### src/rtl/out_port_arbiter.sv
// Round-robin arbiter sharing one router output port among NREQ requesters.
// The winning packet is registered into a single-entry output stage with a valid/ready handoff.
module out_port_arbiter #(
  parameter int WIDTH = 11,
  parameter int NREQ  = 5
) (
  input  logic                  i_clk,
  input  logic                  i_rst,
  input  logic [NREQ-1:0]       i_req_valid,
  input  logic [NREQ*WIDTH-1:0] i_req_data,
  output logic [NREQ-1:0]       o_req_ready,
  output logic                  o_out_valid,
  output logic [WIDTH-1:0]      o_out_data,
  input  logic                  i_out_ready,
  output logic [2:0]            o_grant_id,
  output logic [15:0]           o_pkt_count
);

  logic [2:0]       r_ptr;
  logic             r_out_valid;
  logic [WIDTH-1:0] r_out_data;
  logic [2:0]       r_grant_id;
  logic [15:0]      r_pkt_count;

  logic             w_accept;
  logic             w_found;
  logic [2:0]       w_winner;
  logic             w_grant;
  logic [2:0]       w_ptr_next;
  logic [WIDTH-1:0] w_win_data;

  assign w_accept = !r_out_valid || i_out_ready;

  // Scan from the priority pointer upward, wrapping past NREQ-1 back to 0.
  always_comb begin
    int idx;
    w_found  = 1'b0;
    w_winner = '0;
    for (int k = 0; k < NREQ; k++) begin
      idx = (int'(r_ptr) + k) % NREQ;
      if (!w_found && i_req_valid[idx]) begin
        w_found  = 1'b1;
        w_winner = 3'(idx);
      end
    end
  end

  // Reset gates the grant so no requester believes its packet was taken.
  assign w_grant    = w_accept && w_found && !i_rst;
  assign w_ptr_next = (w_winner == 3'(NREQ - 1)) ? 3'd0 : w_winner + 3'd1;
  assign w_win_data = i_req_data[int'(w_winner)*WIDTH +: WIDTH];

  always_comb begin
    o_req_ready = '0;
    if (w_grant) o_req_ready[w_winner] = 1'b1;
  end

  always_ff @(posedge i_clk) begin
    if (i_rst) begin
      r_ptr       <= '0;
      r_out_valid <= 1'b0;
      r_out_data  <= '0;
      r_grant_id  <= '0;
      r_pkt_count <= '0;
    end else if (w_grant) begin
      r_out_data  <= w_win_data;
      r_grant_id  <= w_winner;
      r_out_valid <= 1'b1;
      r_ptr       <= w_ptr_next;
      r_pkt_count <= r_pkt_count + 16'd1;
    end else if (r_out_valid && i_out_ready) begin
      r_out_valid <= 1'b0;
    end
  end

  assign o_out_valid = r_out_valid;
  assign o_out_data  = r_out_data;
  assign o_grant_id  = r_grant_id;
  assign o_pkt_count = r_pkt_count;

endmodule

### config.mk
export PLATFORM = sky130hd
export DESIGN_NAME = out_port_arbiter
export DESIGN_NICKNAME = d
export VERILOG_FILES = /design/src/rtl/out_port_arbiter.sv
export SDC_FILE = /design/constraint.sdc
export NUM_CORES = 1
export LEC_CHECK = 0
export BUFFER_PORTS_ARGS = -buffer_cell sky130_fd_sc_hd__buf_2
export CORE_MARGIN = 2
export CORE_UTILIZATION = 30
export CTS_CLUSTER_DIAMETER = 200
export CTS_CLUSTER_SIZE = 10
export DETAILED_ROUTE_END_ITERATION = 6
export SETUP_SLACK_MARGIN = 0.2
export SLEW_MARGIN = 20
export SYNTH_ARGS = -nofsm -noshare
export SYNTH_HDL_FRONTEND = slang
export SYNTH_SLANG_ARGS = --single-unit
export TNS_END_PERCENT = 1
### constraint.sdc
create_clock -name i_clk -period 6.5 [get_ports i_clk]
set_clock_uncertainty 0.1 [all_clocks]
set_input_delay 0.325 -clock i_clk [delete_from_list [all_inputs] [get_ports i_clk]]
set_output_delay 0.325 -clock i_clk [all_outputs]
set_load 0.02 [all_outputs]
* Word-level counts from Yosys, hierarchy flattened *
Index checks and enable logic that the tools add are counted.

storage, ports and cells
  bits in registers = 34
  bits of input ports = 63

operators by class
  eq/ne operators = 1
  div/mod/pow operators = 5
  multiplexer cells = 31
  add/sub/neg operators = 6
  shift-type cells = 1
  order comparisons = 7
  multipliers = 1
  reductions and logical operators = 16

operator list
  operator                                                                       number
  32-bit by 5-bit less-than comparator with 1-bit output, second input constant  5
  32-bit by 4-bit modulo with 32-bit output, second input constant               4
  55-bit by 8-bit variable part select with 11-bit output                        1
  4-bit by 4-bit modulo with 32-bit output, second input constant                1
  1-bit two-way mux                                                              18
  3-bit two-way mux                                                              6
  16-bit by 1-bit adder with 16-bit output, second input constant                1
  1-bit binary-select mux with 3-bit select                                      5
  3-bit by 2-bit adder with 4-bit output, second input constant                  2
  1-bit logical AND                                                              8
  3-bit by 4-bit multiplier with 7-bit output, second input constant             1
  1-bit zero test                                                                6
  5-bit two-way mux                                                              1
  3-bit by 1-bit adder with 4-bit output, second input constant                  1
  3-bit by 3-bit adder with 4-bit output, second input constant                  1
  3-bit by 4-bit less-than comparator with 1-bit output, second input constant   1
  3-bit by 1-bit adder with 3-bit output, second input constant                  1
  1-bit demux with 3-bit select                                                  1
  3-bit equality test, second input constant                                     1
  3-bit by 1-bit >= comparator with 1-bit output, second input constant          1
  2-bit nonzero test                                                             1
  1-bit logical OR                                                               1

* Depth between registers and ports, before layout *
  word-level depth = 22
  depth in mapped cells = 27
  mapped depth without buffers = 20

* Worst setup path before layout *
OpenSTA, ideal clock, no wires.

  path kind = register -> output
  start = register r_ptr[0]
  end = output port o_req_ready[0]
  path buffers = 3
  arrival = 5.104 ns
  stages on the path, launching flop included = 20
  path slack = 0.971 ns
  path through = dfxtp_1 buf_4 buf_2 inv_1 ha_1 inv_1 ha_1 nor2_1 a21oi_1 xnor2_1 inv_1 ha_1 mux4_2 mux2_4 mux2i_2 mux2_2 a211oi_4 nand3_1 buf_2 nor2_1

between the ends
  word-level cells in the longest chain between the ends = 22

ends and longest elaborated chain
  what                                                                                line  text
  start: declaration                                                                  19    logic [2:0] r_ptr;
  start signal: assignment                                                            69    r_ptr <= w_ptr_next;
  branches (longest 21 deep; another with 32-bit by 4-bit modulo with 32-bit output)  --
  5-bit two-way mux *                                                                 55    if (w_grant) o_req_ready[w_winner] = 1'b1;
  end: declaration                                                                    11    output logic [NREQ-1:0] o_req_ready,

Mark *: on every way between the ends. The select of a mux whose other input is x is not followed.

* Worst setup path after layout *
  start = register r_ptr[1]
  end = output port o_req_ready[1]

The elaborated chain is that of the path after synthesis.

==> impl_metrics.tcl <==
set metrics [dict create \
    outcome "finished, final reports clean" \
    dpl_cell_area_mm2 0.003985 \
    final_hold_viol_count 0 \
    post-place-cells 618 \
    buffers_from_clock_root_to_sink_at_most 2 \
    final_worst_path_period_share_pct 91.71 \
    rr_startpoint "r_ptr[1]" \
    gr-usage-all-layers_pct 14.36 \
    synth_area_per_cell_um2 8.591 \
    pre_cts_ws_ns 0.7302 \
    worstSetupStartpoint "r_ptr[1]" \
    grt.overflow.total 0 \
    total_switching_power_mw 0.8346 \
    core_region_area_mm2 0.01098 \
    worst_slack_ns 0.5387 \
    synthesis.area_mm2 0.003411 \
    initial_core_util_pct 31.05 \
    via_density 5.171 \
    antenna_found_initial 0 \
    firstDrtPassIters 5 \
    cp_max_fo 12 \
    period_needed_ns 5.961 \
    synthDominantAreaCellType "sky130_fd_sc_hd__dfxtp_1" \
    async_reset_ff_share_pct 0 \
    route.final.wire_length_um 9043 \
    switching_share_pct 46.70 \
    first_global_vias 3126 \
    netlist-cell-type-count 72 \
    maximum_number_of_pins_on_one_net_before_global_route_repair 41 \
    synth_cells 397 \
    fillCellCount 1097 \
    final_nets 572 \
    setup_total_negative_slack_ns 0 \
    worstSkewPairLatency_ns 0.27 \
    power.combinational.fraction_pct 71.1 \
    tritoncts_num_sinks 34 \
    required_ns 6.07 \
    tightestPinTransition_ns 0.7280 \
    clk_root_buffer_cell "sky130_fd_sc_hd__clkbuf_16" \
    slew_violations 0 \
    holdCritPathClass "input pin to register" \
    setup_violations 0 \
    max_slew_margin_pct 51.47 \
    timing.critical_path.to_type "output pin" \
    edff_count_synth 0 \
    syn_nets 484 \
    wire_per_inst_um 14.49 \
    ys_dominant_reg_cell "sky130_fd_sc_hd__dfxtp_1" \
    cell_internal_pwr_mw 0.9524 \
    detailroute.wirelength.met2_um 4379 \
    highest_attainable_clock_frequency_ghz 0.1678 \
    boundaryPins 99 \
    start_kind "register" \
    h-tree-depth 2 \
    cts-buffers-inserted 5 \
    synth_area_leaders "sky130_fd_sc_hd__dfxtp_1 (20%), sky130_fd_sc_hd__ha_1 (8.4%), sky130_fd_sc_hd__mux2i_1 (5.9%)" \
    die_height_um 110.6 \
    pwr-share-seq_pct 16.3 \
    die_area_mm2 0.01224 \
    netlist.area_leader.share_pct 19.96 \
    post-route-util_pct 37.67 \
    tritoncts "built" \
    yosys_register_bits 34 \
    detailed_place_hpwl_um 6994 \
    cts.reportedPaths.clkPinSlew_ns 0.05 \
    wirelength_met1_um 4089 \
    post_layout_nonfiller_instances 624 \
    pwr_density_cell_mw_per_mm2 431.9 \
    final_antenna_net_count 0 \
    met3_wirelength_um 526 \
    yosys_warnings 0 \
    clock_power_share_pct 12.7 \
    die_w_um 110.6 \
    leakage_component_of_the_power_nw 1.872 \
    ys_seq_area_share_pct 19.96 \
    finalPower_mw 1.787 \
    setup_repair_after_global_routing_missed_its_margin "true" \
    fraction_of_final_layout_cells_sized_beyond_drive_strength_1_pct 32.02 \
    timing.hold.ws_ns 0.2146 \
    top_layer_used "met4" \
    finalInstanceArea_mm2 0.004138 \
    vias 3227 \
    floorplan.rows 38 \
    detailedRoute.firstIterationViolations 166 \
    post-route-drc-count 0 \
    routabilityCongestion 0.8546 \
    max_capacitance_violation_count 0 \
    antenna-diode-count 0 \
    cts_hold_buf 0 \
    hold_path.startpoint "i_req_data[44]" \
    worst_setup_path_category "register to output pin" \
    area.growth.synth_to_final_pct 21.31 \
    place.port_buffers 98 \
    grt_first_pass_wirelength_um 14900 \
    critical_path_arrival_ns 5.54 \
    ir_drop_v 0.0002290 \
]
[power groups by stage]
stage                     Sequential, mW  Clock [mW]  Combinational (mW)
after floorplan                    0.334           0               0.993
after global placement             0.295           0                1.24
after detailed placement           0.293           0                1.26
after CTS                          0.290       0.235                1.26
after global routing               0.297       0.243                1.39
final                              0.291       0.227                1.27
[cells in the mapped netlist (5+ instances only)]
cell	number
sky130_fd_sc_hd__nand3b_1	5
sky130_fd_sc_hd__o21ai_0	11
sky130_fd_sc_hd__mux2_4	7
sky130_fd_sc_hd__ha_1	23
sky130_fd_sc_hd__mux2i_1	20
sky130_fd_sc_hd__or3_1	9
sky130_fd_sc_hd__xnor2_1	12
sky130_fd_sc_hd__a22oi_1	7
sky130_fd_sc_hd__nand3_1	9
sky130_fd_sc_hd__nor3_1	8
sky130_fd_sc_hd__nand2b_1	5
sky130_fd_sc_hd__buf_2	7
sky130_fd_sc_hd__and3_1	9
sky130_fd_sc_hd__inv_1	19
sky130_fd_sc_hd__dfxtp_1	34
sky130_fd_sc_hd__nor2_1	36
sky130_fd_sc_hd__a21oi_1	21
sky130_fd_sc_hd__a21o_1	5
sky130_fd_sc_hd__nand2_1	25
sky130_fd_sc_hd__mux2_2	9
sky130_fd_sc_hd__mux4_2	7
sky130_fd_sc_hd__nor2b_1	11
sky130_fd_sc_hd__clkbuf_1	9
sky130_fd_sc_hd__o211ai_1	7
[timing repair]
item | 4_1_cts | 5_1_grt
setup buffers | 0 | 0
endpoints found under the hold margin | 0 | 0
setup endpoints to repair | 0 | 4
resized for setup | 0 | 3
[critical path, cell delays in order, from the launching register on]
cell,delay [ns]
sky130_fd_sc_hd__dfxtp_1,0.40
sky130_fd_sc_hd__inv_1,0.38
sky130_fd_sc_hd__ha_1,0.43
sky130_fd_sc_hd__xor2_2,0.28
sky130_fd_sc_hd__ha_1,0.22
sky130_fd_sc_hd__nor2_1,0.05
sky130_fd_sc_hd__a21oi_1,0.24
sky130_fd_sc_hd__xnor2_2,0.19
sky130_fd_sc_hd__inv_1,0.10
sky130_fd_sc_hd__ha_1,0.35
sky130_fd_sc_hd__mux4_2,0.50
sky130_fd_sc_hd__mux2_4,0.31
sky130_fd_sc_hd__mux2i_2,0.29
sky130_fd_sc_hd__mux2_2,0.41
sky130_fd_sc_hd__a211oi_4,0.49
sky130_fd_sc_hd__nand3_1,0.29
sky130_fd_sc_hd__nor2_1,0.17
sky130_fd_sc_hd__buf_2,0.18
[sequential cells by signal, indices dropped and copies added (netlist names)]
register	cells
r_ptr	3
o_out_data	11
o_out_valid	1
o_pkt_count	16
o_grant_id	3
[cell families (layout without fill, tap and decap cells)]
family,after synthesis,after routing,share of synthesized area [%]
buf+inv,42,129,5.979
compound gates,94,94,20.98
simple gates,139,139,21.39
mux,46,46,17.61
flops,34,34,19.96
xor+xnor,18,18,5.062
fa+ha+maj,24,24,9.024
[placed cells by master (no fill, tap or decap), types with 11 or more instances in the layout]
cell                      instances
sky130_fd_sc_hd__a21oi_1         21
sky130_fd_sc_hd__buf_2           98
sky130_fd_sc_hd__dfxtp_1         33
sky130_fd_sc_hd__ha_1            23
sky130_fd_sc_hd__inv_1           19
sky130_fd_sc_hd__mux2i_1         20
sky130_fd_sc_hd__nand2_1         25
sky130_fd_sc_hd__nor2_1          36
sky130_fd_sc_hd__nor2b_1         11
sky130_fd_sc_hd__o21ai_0         11
sky130_fd_sc_hd__xnor2_1         11
[routing by layer]
metal	vias to the layer above	GRT usage, %
met5	-	0
met4	0	2.917
met3	5	2.854
met2	109	24.70
met1	1487	18.69
li1	1626	-
[final cells by class]
| cell class | count | area [um2] | share of cell area [%] |
|---|---|---|---|
| flip-flops and latches | 34 | 681.9 | 16.48 |
| inverters | 20 | 75.07 | 1.814 |
| repair buffers | 103 | 528.0 | 12.76 |
| well taps | 140 | 175.2 | 4.233 |
| clock buffers | 6 | 138.9 | 3.357 |
| multi-input cells | 321 | 2539 | 61.35 |
[path summary, 6_finish.rpt]
check	end	slack (ns)	cells past startpoint
worst min-delay path	o_out_data[0]	0.21	3
worst max-delay path	o_req_ready[1]	0.54	17
worst min register to register	o_grant_id[1]	0.35	1
worst max register to register	o_pkt_count[9]	0.85	16
No activity file was read; power rests on OpenSTA's default activity.
